[config.mk]
export PLATFORM = sky130hd
export DESIGN_NAME = clk_div_bank
export DESIGN_NICKNAME = d
export VERILOG_FILES = /design/src/rtl/clk_div_pkg.sv /design/src/rtl/clk_div_chan.sv /design/src/rtl/clk_div_bank.sv
export SDC_FILE = /design/constraint.sdc
export NUM_CORES = 1
export LEC_CHECK = 0
export ABC_AREA = 1
export CORE_MARGIN = 2
export CORE_UTILIZATION = 40
export DETAILED_ROUTE_END_ITERATION = 8
export GPL_TIMING_DRIVEN = 0
export PLACE_DENSITY = 0.63
export SLEW_MARGIN = 20
export SYNTH_ARGS = -nofsm -noshare
export SYNTH_HDL_FRONTEND = slang
export SYNTH_SLANG_ARGS = --single-unit
[constraint.sdc]
create_clock -name CLK_IN1 -period 3.8 [get_ports CLK_IN1]
set_input_delay 0.38 -clock CLK_IN1 [delete_from_list [all_inputs] [get_ports CLK_IN1]]
set_output_delay 0.38 -clock CLK_IN1 [all_outputs]
set_load 0.03 [all_outputs]
[src/rtl/clk_div_pkg.sv]
// ============================================================================
// clk_div_pkg : shared state encoding and defaults for the clock-divider bank
// Rev 1.0
// ============================================================================
`default_nettype none

package clk_div_pkg;

  typedef enum logic [2:0] {
    ST_IDLE   = 3'd0,
    ST_ALIGN  = 3'd1,
    ST_SETTLE = 3'd2,
    ST_RUN    = 3'd3,
    ST_ERR    = 3'd4
  } state_t;

  localparam int DEF_DIV_W       = 8;
  localparam int DEF_LOCK_CYCLES = 16;
  localparam int DEF_DIV         = 2;
  localparam int DEF_PHASE       = 0;

endpackage

`default_nettype wire

[src/rtl/clk_div_chan.sv]
// ============================================================================
// clk_div_chan : one divider channel - wrap counter plus registered CE/CLK decode
// Rev 1.0
// ============================================================================
`default_nettype none

module clk_div_chan #(
  parameter int DIV_W = 8
) (
  input  logic             clk,
  input  logic             rst_n,
  input  logic             clr,
  input  logic             load,
  input  logic             run,
  input  logic [DIV_W-1:0] div,
  input  logic [DIV_W-1:0] phase,
  output logic             clk_out,
  output logic             ce_out
);

  logic [DIV_W-1:0] count;
  logic [DIV_W-1:0] count_nxt;
  logic [DIV_W-1:0] term;
  logic [DIV_W-1:0] half;
  logic             active;

  assign term = div - DIV_W'(1);
  assign half = div >> 1;

  // Outputs are decoded from the value the counter is about to hold, so they
  // line up with the count and are zero whenever the channel is not counting.
  always_comb begin
    count_nxt = count;
    active    = 1'b0;
    if (clr) begin
      count_nxt = '0;
    end else if (load) begin
      count_nxt = phase;
      active    = 1'b1;
    end else if (run) begin
      count_nxt = (count == term) ? '0 : count + DIV_W'(1);
      active    = 1'b1;
    end
  end

  always_ff @(posedge clk or negedge rst_n) begin
    if (!rst_n) begin
      count   <= '0;
      ce_out  <= 1'b0;
      clk_out <= 1'b0;
    end else begin
      count   <= count_nxt;
      ce_out  <= active && (count_nxt == term);
      clk_out <= active && (count_nxt < half);
    end
  end

endmodule

`default_nettype wire

[src/rtl/clk_div_bank.sv]
// ============================================================================
// clk_div_bank : NUM_CH phase-aligned programmable dividers with lock/error flags
// Rev 1.0
// ============================================================================
`default_nettype none

module clk_div_bank
  import clk_div_pkg::*;
#(
  parameter int NUM_CH      = 4,
  parameter int DIV_W       = DEF_DIV_W,
  parameter int LOCK_CYCLES = DEF_LOCK_CYCLES
) (
  input  logic                    CLK_IN1,
  input  logic                    RST_N,
  input  logic                    EN,
  input  logic                    CFG_LOAD,
  input  logic [NUM_CH*DIV_W-1:0] DIV_CFG,
  input  logic [NUM_CH*DIV_W-1:0] PHASE_CFG,
  output logic [NUM_CH-1:0]       CLK_OUT,
  output logic [NUM_CH-1:0]       CE_OUT,
  output logic                    LOCKED,
  output logic                    CFG_ERR
);

  localparam int              SET_W    = (LOCK_CYCLES > 1) ? $clog2(LOCK_CYCLES) : 1;
  localparam logic [SET_W-1:0] SET_LAST = SET_W'(LOCK_CYCLES - 1);

  state_t                    state;
  logic [NUM_CH*DIV_W-1:0]   div_sh;
  logic [NUM_CH*DIV_W-1:0]   phase_sh;
  logic [SET_W-1:0]          settle_cnt;
  logic                      cfg_bad;
  logic                      shadow_bad;
  logic                      chan_clr;
  logic                      chan_load;
  logic                      chan_run;

  function automatic logic cfg_invalid(input logic [NUM_CH*DIV_W-1:0] d,
                                       input logic [NUM_CH*DIV_W-1:0] p);
    logic bad;
    bad = 1'b0;
    for (int i = 0; i < NUM_CH; i++) begin
      if (d[i*DIV_W +: DIV_W] == '0 || p[i*DIV_W +: DIV_W] >= d[i*DIV_W +: DIV_W])
        bad = 1'b1;
    end
    return bad;
  endfunction

  assign cfg_bad    = cfg_invalid(DIV_CFG, PHASE_CFG);
  assign shadow_bad = cfg_invalid(div_sh, phase_sh);

  // A load strobe pre-empts counting for one edge so no channel sees a mixed config.
  assign chan_clr  = !EN;
  assign chan_load = EN && !CFG_LOAD && (state == ST_ALIGN);
  assign chan_run  = EN && !CFG_LOAD && ((state == ST_SETTLE) || (state == ST_RUN));

  always_ff @(posedge CLK_IN1 or negedge RST_N) begin
    if (!RST_N) begin
      state      <= ST_IDLE;
      div_sh     <= {NUM_CH{DIV_W'(DEF_DIV)}};
      phase_sh   <= {NUM_CH{DIV_W'(DEF_PHASE)}};
      settle_cnt <= '0;
      LOCKED     <= 1'b0;
      CFG_ERR    <= 1'b0;
    end else if (!EN) begin
      state      <= ST_IDLE;
      settle_cnt <= '0;
      LOCKED     <= 1'b0;
      CFG_ERR    <= 1'b0;
    end else if (CFG_LOAD) begin
      div_sh   <= DIV_CFG;
      phase_sh <= PHASE_CFG;
      LOCKED   <= 1'b0;
      CFG_ERR  <= cfg_bad;
      state    <= cfg_bad ? ST_ERR : ST_ALIGN;
    end else begin
      case (state)
        // The shadow may still hold a rejected config after an EN drop.
        ST_IDLE: begin
          CFG_ERR <= shadow_bad;
          state   <= shadow_bad ? ST_ERR : ST_ALIGN;
        end
        ST_ALIGN: begin
          settle_cnt <= '0;
          state      <= ST_SETTLE;
        end
        ST_SETTLE: begin
          if (settle_cnt == SET_LAST) begin
            state  <= ST_RUN;
            LOCKED <= 1'b1;
          end else begin
            settle_cnt <= settle_cnt + SET_W'(1);
          end
        end
        ST_RUN:  LOCKED <= 1'b1;
        default: state <= ST_ERR;
      endcase
    end
  end

  for (genvar i = 0; i < NUM_CH; i++) begin : g_chan
    clk_div_chan #(
      .DIV_W (DIV_W)
    ) u_chan (
      .clk     (CLK_IN1),
      .rst_n   (RST_N),
      .clr     (chan_clr),
      .load    (chan_load),
      .run     (chan_run),
      .div     (div_sh[i*DIV_W +: DIV_W]),
      .phase   (phase_sh[i*DIV_W +: DIV_W]),
      .clk_out (CLK_OUT[i]),
      .ce_out  (CE_OUT[i])
    );
  end

endmodule

`default_nettype wire

==> impl_metrics.yaml <==
global_route:
  grt_pass1_vias: 8825
  overflow: 0
  grt_max_degree: 69
  grt_antenna_before_repair: 1
  grtUsageTotal_pct: 23.9
  grt_pass1_wl_um: 45500
cts:
  h-tree-depth: 4
  numCtsBuffers: 17
  cts.clk_slew.worst_paths_ns: 0.06
  clockBufferDepth: 2
  numClockSinks: 113
  cts_tree: "built"
  post-cts-setup-buffer-count: 0
  clk_root_buffer_cell: "clkbuf_16"
  ctsHoldBuffers: 1
  cts_repair_resize_count: 0
  clock_latency_ns: 0.43
yosys:
  ys_ff_latch: 113
  syn-num-nets: 1537
  avgSynthCellArea_um2: 6.93
  synth_cells: 1371
  yosysUniqueCellTypes: 49
  synth_ff_type: "dfrtp_1"
  ys_seq_area_share_pct: 29.8
  yosys_warnings: 0
  synth_edf_count: 0
  synthesis.area_um2: 9500
  async_reset_ff_share_pct: 100
setup_path:
  crit_path_end_kind: "register"
  slowest_delay_ns: 0.77
  cp-start-kind: "input pin"
  crit_required_ns: 4.12
  path_max_fanout: 10
  worst_path_max_delay_cell: "clkdlybuf4s50_1"
  worstSetupPathType: "in -> reg"
  crit_path_cell_trace: "clkdlybuf4s50_1 -> nor2_8 -> nand2_2 -> clkbuf_1 -> buf_2 -> nand2_1 -> nand2_1 -> inv_1 -> ha_1 -> inv_1 -> o211ai_1 -> inv_1 -> nand2_1 -> a21oi_1"
  crit_arrival_ns: 3.43
timing:
  fin_crit_sh_pct: 81.9
  setup_viol: 0
  clock_skew_ns: 0.00653
  rsz0062_at_grt: "no"
  relSlewSlack_pct: 49.0
  min_period_ns: 3.11
  holdWs_ns: 0.397
  tns_ns: 0
  max_freq_mhz: 321
  tightest_slew_ns: 0.765
  hold_violations: 0
  setup_ws_ns: 0.689
  maxSlewViolCount: 0
pwr:
  powerDensity_nw_per_um2: 372
  ir_worst_vdd_uv: 257
  leakage_nw: 6.04
die:
  die-area_um2: 25000
  start_util_pct: 40.6
  coreArea_um2: 23400
  die_h_um: 158
  placementRows: 56
  die_w_um: 158
  ios: 78
placed_design:
  dpl_worst_slack_ns: 0.306
  dp_hpwl_um: 22300
  postPlaceCellArea_um2: 10700
  place_congestion: 0.874
  port_buffers: 76
final_layout:
  final_nets: 1634
  utilization_pct: 48.3
  n_antenna_cell: 0
  layout-drive-gt1-share_pct: 9.32
  multi_input_area_um2: 5590
  area_delta_synth_final_pct: 19.0
  fill_cells: 2423
  seq_area_um2: 2830
  final_area_um2: 11300
flow_run:
  drv_cap: 0
route:
  remaining_drc_errors: 0
  ant_nets: 0
  routed_wl_um: 28200
  vias: 9040
  wl_per_cell_um: 15.7
  drt_iter0_markers: 700
  via_per_inst: 5.02
  drt_first_pass_iters: 6
outcome:
  status: "complete, no violations"
worst_hold_path:
  hold_class: "in -> reg"
## Yosys cell counts (8+ instances only)
cell | count | share of area, %
buf_4 | 9 | 0.71
inv_2 | 10 | 0.40
inv_1 | 223 | 8.8
nand2_2 | 14 | 0.92
nor2_1 | 88 | 3.5
clkbuf_1 | 15 | 0.59
nor4_1 | 8 | 0.53
nand3_1 | 97 | 5.1
dfrtp_1 | 109 | 29
nand2_1 | 406 | 16
nand4_1 | 27 | 1.8
nor3_1 | 14 | 0.74
nand3b_1 | 16 | 1.3
mux2_2 | 27 | 3.2
a21oi_1 | 36 | 1.9
ha_1 | 98 | 13
xor2_1 | 10 | 0.92
nor2_2 | 15 | 0.99
o21ai_0 | 74 | 3.9
## cell families (layout without fill, tap and decap cells)
kind of cell,count (synthesis),in the layout,synth area share (%)
adders and majority gates,98,98,12.9
DFF,113,113,29.8
buffers and inverters,272,382,11.3
and+or+nand+nor,701,701,32.9
xor gates and xnor gates,11,11,1.01
AOI/OAI and AO/OA,148,148,8.74
muxes,28,28,3.31
## state kept, by name (all words and copies together) (netlist names), 3 cells and up
name	flops
g_chan.u_chan.count	32
g_chan.u_chan.clk_out	4
div_sh	32
state	3
settle_cnt	4
phase_sh	32
g_chan.u_chan.ce_out	4
## cell usage in the layout (no fill, tap or decap), types with 4 or more instances in the layout
cell type and instances:
a21boi_0 5, a21oi_1 36, buf_2 6, buf_4 9, clkbuf_1 16, clkbuf_16 17
clkdlybuf4s50_1 75, clkinv_1 5, clkinv_2 6, dfrtp_1 109, dfstp_2 4, ha_1 98
inv_1 223, inv_2 10, mux2_2 27, nand2_1 406, nand2_2 14, nand3_1 97
nand3b_1 16, nand4_1 27, nor2_1 88, nor2_2 15, nor3_1 14, nor3_2 4
nor4_1 8, o2111ai_1 4, o211ai_1 4, o21ai_0 74, o21ai_1 6, o22ai_1 5
xor2_1 10
## final timing paths
check | start | end | slack (ns) | cells after the start
setup / recovery | CFG_LOAD | g_chan[3].u_chan.clk_out$_DFF_PN0_ | 0.69 | 14
hold / removal | EN | g_chan[1].u_chan.count[0]$_DFF_PN0_ | 0.40 | 3
setup reg to reg | div_sh[24]$_DFFE_PN0P_ | g_chan[3].u_chan.clk_out$_DFF_PN0_ | 0.91 | 21
hold reg to reg | phase_sh[24]$_DFFE_PN0P_ | phase_sh[24]$_DFFE_PN0P_ | 0.49 | 2
max in group asynchronous | RST_N | div_sh[9]$_DFFE_PN1P_ | 2.62 | 3
min in group asynchronous | RST_N | div_sh[29]$_DFFE_PN0P_ | 0.44 | 2
## area by class of cell
type,instances,area share [%]
Sequential cell,113,25.1
Tap cell,319,3.53
Clock inverter,11,1.20
Inverter,240,8.02
Multi-Input combinational cell,986,49.4
Buffer,32,1.51
Timing Repair Buffer,78,7.07
Clock buffer,21,4.16
## critical path, delay by kind of cell
family,cells,cell delay [ns]
AOI/OAI and AO/OA,2,0.19
and+or+nand+nor,5,0.60
buffers and inverters,6,1.96
adders and majority gates,1,0.29
## metrics by stage
stage	power [mW]	instances
floorplan	2.14	1371
global placement	2.49	1766
detailed placement	2.52	1767
CTS	4.21	1800
global route	4.45	1800
finish	4.20	1800
## per-layer routing
metal  vias up  GRT usage, %  wire length, µm
met3        53          4.46             1480
met1      4155          30.2            12600
met5         -             0                0
li1       4593             -                -
met2       239          40.6            13300
met4         0          8.62              768
## where the power goes
group | leakage (nW) | internal (mW) | switching (mW)
combinational | 4.30 | 0.423 | 0.655
sequential | 1.44 | 1.31 | 0.124
clock | 0.298 | 1.07 | 0.615
Note: power is estimated with default switching activity, not from simulation.
